[src/rtl/button_press_classifier_if.sv]
// Gesture interface between the debouncer-side driver and the classifier.
// master drives the debounced level and edges; slave returns event pulses.
interface button_press_classifier_if;
   logic debounced;
   logic p_edge;
   logic n_edge;
   logic short_press;
   logic double_press;
   logic long_press;
   logic hold;
   logic repeat_pulse;
   logic busy;

   modport master (
      output debounced, p_edge, n_edge,
      input  short_press, double_press, long_press,
      input  hold, repeat_pulse, busy
   );

   modport slave (
      input  debounced, p_edge, n_edge,
      output short_press, double_press, long_press,
      output hold, repeat_pulse, busy
   );
endinterface

[src/rtl/button_press_classifier.sv]
// Classifies debounced button gestures into short, double and long presses.
// Define BUTTON_AUTOREPEAT_EN to add auto-repeat pulses while long-held.
module button_press_classifier #(
   parameter int LONG_CYCLES   = 100_000_000,
   parameter int DCLICK_CYCLES = 30_000_000,
   parameter int REPEAT_CYCLES = 20_000_000,
   parameter int CNT_W         = 27
) (
   input logic clk,
   input logic reset,
   button_press_classifier_if.slave bus
);

   typedef enum logic [2:0] {
      IDLE,
      PRESS1,
      WAIT2,
      PRESS2,
      LONG_HELD
   } state_t;

   localparam logic [CNT_W-1:0] T_ONE = CNT_W'(1);
   localparam logic [CNT_W-1:0] LONG_LAST = CNT_W'(LONG_CYCLES - 1);
   localparam logic [CNT_W-1:0] DCLICK_LAST = CNT_W'(DCLICK_CYCLES - 1);

   if (LONG_CYCLES < 2 || DCLICK_CYCLES < 2 || REPEAT_CYCLES < 1 ||
       ((longint'(LONG_CYCLES) - 1) >> CNT_W) != 0 ||
       ((longint'(DCLICK_CYCLES) - 1) >> CNT_W) != 0 ||
       ((longint'(REPEAT_CYCLES) - 1) >> CNT_W) != 0) begin : g_bad_params
      $error("button_press_classifier: illegal timing parameters");
   end

   state_t state;
   logic [CNT_W-1:0] timer;
   logic pe;
   logic ne;

   // Simultaneous press and release edges cancel each other out.
   assign pe = bus.p_edge & ~bus.n_edge;
   assign ne = bus.n_edge & ~bus.p_edge;

   // Gesture FSM. The timer counts cycles elapsed since the entry event,
   // so it reads 1 in the first cycle of PRESS1/WAIT2 and the timeout
   // pulse lands exactly LIMIT cycles after the deciding edge.
   always_ff @(posedge clk) begin
      if (reset) begin
         state            <= IDLE;
         timer            <= '0;
         bus.short_press  <= 1'b0;
         bus.double_press <= 1'b0;
         bus.long_press   <= 1'b0;
         bus.hold         <= 1'b0;
         bus.busy         <= 1'b0;
      end else begin
         bus.short_press  <= 1'b0;
         bus.double_press <= 1'b0;
         bus.long_press   <= 1'b0;
         unique case (state)
            IDLE: begin
               if (pe) begin
                  state    <= PRESS1;
                  timer    <= T_ONE;
                  bus.busy <= 1'b1;
               end
            end
            PRESS1: begin
               if (ne) begin
                  state <= WAIT2;
                  timer <= T_ONE;
               end else if (timer == LONG_LAST && bus.debounced) begin
                  state          <= LONG_HELD;
                  timer          <= '0;
                  bus.long_press <= 1'b1;
                  bus.hold       <= 1'b1;
               end else begin
                  timer <= timer + T_ONE;
               end
            end
            WAIT2: begin
               if (pe) begin
                  state            <= PRESS2;
                  timer            <= '0;
                  bus.double_press <= 1'b1;
               end else if (timer == DCLICK_LAST) begin
                  state           <= IDLE;
                  timer           <= '0;
                  bus.short_press <= 1'b1;
                  bus.busy        <= 1'b0;
               end else begin
                  timer <= timer + T_ONE;
               end
            end
            PRESS2: begin
               if (ne) begin
                  state    <= IDLE;
                  bus.busy <= 1'b0;
               end
            end
            LONG_HELD: begin
               if (ne) begin
                  state    <= IDLE;
                  timer    <= '0;
                  bus.hold <= 1'b0;
                  bus.busy <= 1'b0;
               end else begin
                  timer <= timer + T_ONE;
               end
            end
            default: begin
               state    <= IDLE;
               timer    <= '0;
               bus.hold <= 1'b0;
               bus.busy <= 1'b0;
            end
         endcase
      end
   end

`ifdef BUTTON_AUTOREPEAT_EN
   localparam logic [CNT_W-1:0] RPT_LAST = CNT_W'(REPEAT_CYCLES - 1);

   logic [CNT_W-1:0] rpt_timer;

   // Repeat divider runs from the first LONG_HELD cycle until release.
   always_ff @(posedge clk) begin
      if (reset || state != LONG_HELD || ne) begin
         rpt_timer        <= '0;
         bus.repeat_pulse <= 1'b0;
      end else if (rpt_timer == RPT_LAST) begin
         rpt_timer        <= '0;
         bus.repeat_pulse <= 1'b1;
      end else begin
         rpt_timer        <= rpt_timer + T_ONE;
         bus.repeat_pulse <= 1'b0;
      end
   end
`else
   assign bus.repeat_pulse = 1'b0;
`endif

endmodule

[src/flat_wrapper.sv]
// flat-port wrapper written by rule: the top's interface ports become plain ports
module button_press_classifier_flat 
#(
   parameter int LONG_CYCLES   = 100_000_000,
   parameter int DCLICK_CYCLES = 30_000_000,
   parameter int REPEAT_CYCLES = 20_000_000,
   parameter int CNT_W         = 27
)
  (clk, reset, bus_debounced, bus_p_edge, bus_n_edge, bus_short_press, bus_double_press, bus_long_press, bus_hold, bus_repeat_pulse, bus_busy);
  button_press_classifier_if bus_i ();
  input logic clk;
  input logic reset;
  input wire logic [$bits(bus_i.debounced)-1:0] bus_debounced;
  input wire logic [$bits(bus_i.p_edge)-1:0] bus_p_edge;
  input wire logic [$bits(bus_i.n_edge)-1:0] bus_n_edge;
  output wire logic [$bits(bus_i.short_press)-1:0] bus_short_press;
  output wire logic [$bits(bus_i.double_press)-1:0] bus_double_press;
  output wire logic [$bits(bus_i.long_press)-1:0] bus_long_press;
  output wire logic [$bits(bus_i.hold)-1:0] bus_hold;
  output wire logic [$bits(bus_i.repeat_pulse)-1:0] bus_repeat_pulse;
  output wire logic [$bits(bus_i.busy)-1:0] bus_busy;
  assign bus_i.debounced = bus_debounced;
  assign bus_i.p_edge = bus_p_edge;
  assign bus_i.n_edge = bus_n_edge;
  assign bus_short_press = bus_i.short_press;
  assign bus_double_press = bus_i.double_press;
  assign bus_long_press = bus_i.long_press;
  assign bus_hold = bus_i.hold;
  assign bus_repeat_pulse = bus_i.repeat_pulse;
  assign bus_busy = bus_i.busy;
  button_press_classifier #(.LONG_CYCLES(LONG_CYCLES), .DCLICK_CYCLES(DCLICK_CYCLES), .REPEAT_CYCLES(REPEAT_CYCLES), .CNT_W(CNT_W)) u_core (.clk(clk), .reset(reset), .bus(bus_i));
endmodule
[config.mk]
export PLATFORM = sky130hd
export DESIGN_NAME = button_press_classifier_flat
export DESIGN_NICKNAME = d
export VERILOG_FILES = /design/src/rtl/button_press_classifier_if.sv /design/src/rtl/button_press_classifier.sv /design/src/flat_wrapper.sv
export SDC_FILE = /design/constraint.sdc
export NUM_CORES = 1
export LEC_CHECK = 0
export BUFFER_PORTS_ARGS = -buffer_cell sky130_fd_sc_hd__buf_2
export CAP_MARGIN = 15
export CORE_MARGIN = 2
export CORE_UTILIZATION = 45
export DETAILED_ROUTE_END_ITERATION = 10
export GPL_ROUTABILITY_DRIVEN = 0
export HOLD_SLACK_MARGIN = 0.05
export PLACE_DENSITY = 0.62
export SLEW_MARGIN = 20
export SYNTH_ARGS = -nofsm -noshare
export SYNTH_HDL_FRONTEND = slang
export SYNTH_SLANG_ARGS = --single-unit
export TNS_END_PERCENT = 30
[constraint.sdc]
create_clock -name clk -period 6.33 [get_ports clk]
set_input_delay 1.266 -clock clk [delete_from_list [all_inputs] [get_ports clk]]
set_output_delay 1.266 -clock clk [all_outputs]
set_load 0.05 [all_outputs]
==> load_flow_metrics.sql <==
INSERT INTO impl_metrics (metric_group, metric, value, unit) VALUES
('synthesis', 'yosysTopAreaCell', 'dfxtp_1', ''),
('synthesis', 'synth_cell_types', '54', ''),
('detailed_routing', 'dr.pass1.iters', '4', ''),
('timing', 'clock-skew-final', '0.004216', 'ns'),
('synthesis', 'synthArstFlopShare', '0', '%'),
('place', 'dpl.cell_count', '340', ''),
('synthesis', 'synthMostInstantiatedCell', 'dfxtp_1', ''),
('global_route', 'grt_met1_usage', '32.57', '%'),
('floorplan', 'floorplan.initialDensity', '47.22', '%'),
('detailed_routing', 'num_vias', '2073', ''),
('floorplan', 'fp.dieH', '74.86', 'µm'),
('detailed_routing', 'route.antenna.remaining_nets', '0', ''),
('synthesis', 'synth_area_leaders', 'dfxtp_1 31%, nand2_1 4.8%, xor2_1 4.3%', ''),
('detailed_routing', 'initialDrtViolationCount', '124', ''),
('place', 'place_hpwl', '4032', 'µm'),
('synthesis', 'synth_sequential_area_ratio', '31.01', '%'),
('timing', 'fin_crit', '2.889', 'ns'),
('power', 'worst_ir_drop_vdd', '116.2', 'µV'),
('timing', 'final-max-slew-violation-count', '0', ''),
('synthesis', 'synth_enable_flop_cells', '0', ''),
('global_route', 'global_route.peak_usage_layer', 'met1', ''),
('clock_tree', 'cts-root-buf', 'clkbuf_8', ''),
('place', 'io_buffer_count', '9', ''),
('power', 'power.density', '203.6', 'mW/mm²'),
('timing', 'period_share', '45.63', '%'),
('global_route', 'grt.met2_usage', '31.87', '%'),
('detailed_routing', 'vias_per_cell', '5.974', ''),
('synthesis', 'synth.yosys.warnings', '0', ''),
('clock_tree', 'cts.repair.resized', '0', ''),
('synthesis', 'postSynthNetCount', '283', ''),
('clock_tree', 'cts_tree', 'done', ''),
('layout', 'antenna_cells', '0', ''),
('global_route', 'antenna_violations_before_repair', '0', ''),
('detailed_routing', 'final_wirelength', '5701', 'µm'),
('job', 'drv_cap', '0', ''),
('clock_tree', 'cts.reportedPaths.clkPinSlew', '0.07', 'ns'),
('clock_tree', 'cts.htree.levels', '2', ''),
('worst_setup_path', 'worstPathArrival', '3.03', 'ns'),
('clock_tree', 'number_of_buffers_created_by_cts', '5', ''),
('layout', 'final_layout_size_suffix_gt1_share', '12.86', '%'),
('worst_setup_path', 'end_kind', 'register', ''),
('floorplan', 'design.core.area', '0.004786', 'mm²'),
('synthesis', 'synth_area', '0.002260', 'mm²'),
('power', 'total_leakage_power', '0.7873', 'nW'),
('synthesis', 'synth_top_area_share', '31.01', '%'),
('timing', 'timing_worst_slew_pin_value', '0.9526', 'ns'),
('timing', 'maxSlewHeadroom', '36.41', '%'),
('global_route', 'global_route.usage.met3', '4.418', '%'),
('floorplan', 'fp.dieW', '74.86', 'µm'),
('global_route', 'global_route_wire_length_before_repair', '9315', 'µm'),
('timing', 'fmaxAchievable', '346.2', 'MHz'),
('global_route', 'grtUsageTotal', '21.90', '%'),
('layout', 'fin_cells', '347', ''),
('floorplan', 'dieArea', '0.005604', 'mm²'),
('clock_tree', 'cts.repair_timing.setup_buffer_count', '0', ''),
('synthesis', 'ys_top_cells_by_count', '35 x dfxtp_1, 29 x nand2_1, 18 x nor2_1', ''),
('global_route', 'grt_max_degree', '28', ''),
('worst_setup_path', 'timing.critical_path.required', '6.47', 'ns'),
('clock_tree', 'clockBufferDepth', '2', ''),
('layout', 'final_nets', '286', ''),
('outcome', 'outcome', 'complete, no violations', ''),
('clock_tree', 'holdBufCountCts', '0', ''),
('timing', 'setup_total_negative_slack', '0', 'ns'),
('timing', 'setup_repair_after_global_routing_missed_its_margin', 'no', ''),
('worst_setup_path', 'critical_path_class', 'in2reg', ''),
('synthesis', 'dominantRegCellSynth', 'dfxtp_1', ''),
('layout', 'area_grow_syn2layout', '7.863', '%'),
('timing', 'timing_hold_violations_final', '0', ''),
('clock_tree', 'number_of_clock_sinks_seen_by_cts', '35', ''),
('floorplan', 'placementRows', '25', ''),
('global_route', 'overflow', '0', ''),
('detailed_routing', 'post_drt_wl_per_cell', '16.43', 'µm'),
('timing', 'timing.final.setup_violations', '0', ''),
('synthesis', 'synth_seq_cells', '35', ''),
('synthesis', 'netlist_instances', '277', ''),
('worst_setup_path', 'worst_setup_path_start_kind', 'input port', ''),
('synthesis', 'syn_avg_cell_area', '8.158', 'µm²'),
('worst_setup_path', 'cp_max_fo', '15', ''),
('global_route', 'grt_pass1_vias', '1832', ''),
('clock_tree', 'worstSkewPairLatency', '0.29', 'ns'),
('floorplan', 'number_of_placed_i_o_pins', '11', ''),
('min_path', 'class_of_the_tightest_hold_or_removal_check', 'reg2reg', ''),
('detailed_routing', 'drcViolationCount', '0', '');
==> layout by cell type (no fill, tap or decap), types with 2 or more instances in the layout <==
| master | count |
|---|---|
| nand4_1 | 6 |
| and2_1 | 7 |
| nor3_1 | 9 |
| o211ai_1 | 7 |
| a211oi_1 | 9 |
| xor2_1 | 11 |
| o311ai_1 | 6 |
| a2111oi_0 | 2 |
| buf_2 | 9 |
| nand2_1 | 29 |
| a21boi_0 | 2 |
| inv_1 | 8 |
| nand2b_1 | 5 |
| and4_1 | 5 |
| dfxtp_1 | 35 |
| mux2i_1 | 2 |
| o2111ai_1 | 3 |
| a311oi_1 | 2 |
| o21ai_0 | 8 |
| and3_1 | 6 |
| nor4_1 | 9 |
| nor2b_1 | 6 |
| buf_4 | 4 |
| a21oi_1 | 11 |
| o32ai_1 | 7 |
| clkbuf_8 | 5 |
| nor3_2 | 2 |
| nand4bb_1 | 2 |
| a31oi_1 | 2 |
| nor4_4 | 2 |
| nand3_1 | 15 |
| or2_2 | 3 |
| nor2_1 | 18 |
==> cell type report <==
cell class,instances,area (µm²)
clock buffers,5,68.82
clock inverters,2,37.54
fillers,478,2349
inverters,8,30.03
multi-input cells,217,1441
flip-flops and latches,35,700.7
well taps,67,83.83
repair buffers,13,75.07
==> critical path, cell delays in order <==
cell       delay (ns)
buf_2            0.08
nand4b_1         0.08
nor4_1           0.55
a211oi_2         0.26
nor3_4           0.57
a2111oi_0        0.22
==> state kept, by name, indices dropped and copies added, names as in the netlist <==
signal                   cells
u_core.bus.long_press        1
u_core.bus.double_press      1
u_core.bus.busy              1
u_core.timer                27
u_core.bus.hold              1
u_core.state                 3
u_core.bus.short_press       1
==> cell families after synthesis <==
kind of cell               Yosys count  share of synthesized area, %
adders and majority gates            1                        0.5536
muxes                                2                        0.8860
AOI/OAI and AO/OA                   69                         22.98
DFF                                 35                         31.01
buffers and inverters               25                         5.482
xor gates and xnor gates            11                         4.263
other                                1                        0.1660
and+or+nand+nor                    133                         34.66
==> through the flow <==
step	hold WS, ns	util, %	total power, mW	cell area [µm²]	worst slack [ns]
after global routing	0.5480	50.93	0.5157	2437	3.190
after CTS	0.5251	50.93	0.4994	2437	3.423
after detailed placement	0.5124	48.71	0.3019	2331	3.113
final	0.5280	50.93	0.4963	2437	3.441
after global placement	0.5101	48.71	0.3022	2331	3.193
after floorplan	0.4648	-	0.2861	2260	3.677
==> layer usage <==
layer	wire length (µm)	vias up	part of all wire (%)
li1	-	1062	-
met1	2899	973	51
met2	2542	33	45
met3	206	5	3.6
met4	53	0	0.93
met5	0	-	0
==> power by group <==
| group | switching [mW] | internal (mW) | leakage, nW |
|---|---|---|---|
| clock network | 0.0834 | 0.115 | 0.0502 |
| registers | 0.00979 | 0.224 | 0.283 |
| logic | 0.0446 | 0.0192 | 0.454 |
| total | 0.138 | 0.359 | 0.787 |
==> worst paths after layout <==
path                                                    from                             to  slack, ns  cells after the start
worst max register to register  u_core.timer[0]$_SDFFE_PP0P_  u_core.timer[10]$_SDFFE_PP0P_       3.71                      6
worst min-delay path            u_core.bus.busy$_SDFFE_PP0P_   u_core.bus.busy$_SDFFE_PP0P_       0.53                      2
worst min register to register  u_core.bus.busy$_SDFFE_PP0P_   u_core.bus.busy$_SDFFE_PP0P_       0.53                      2
worst max-delay path                           bus_debounced  u_core.timer[26]$_SDFFE_PP0P_       3.44                      6
(Power assumes the default switching activity.)
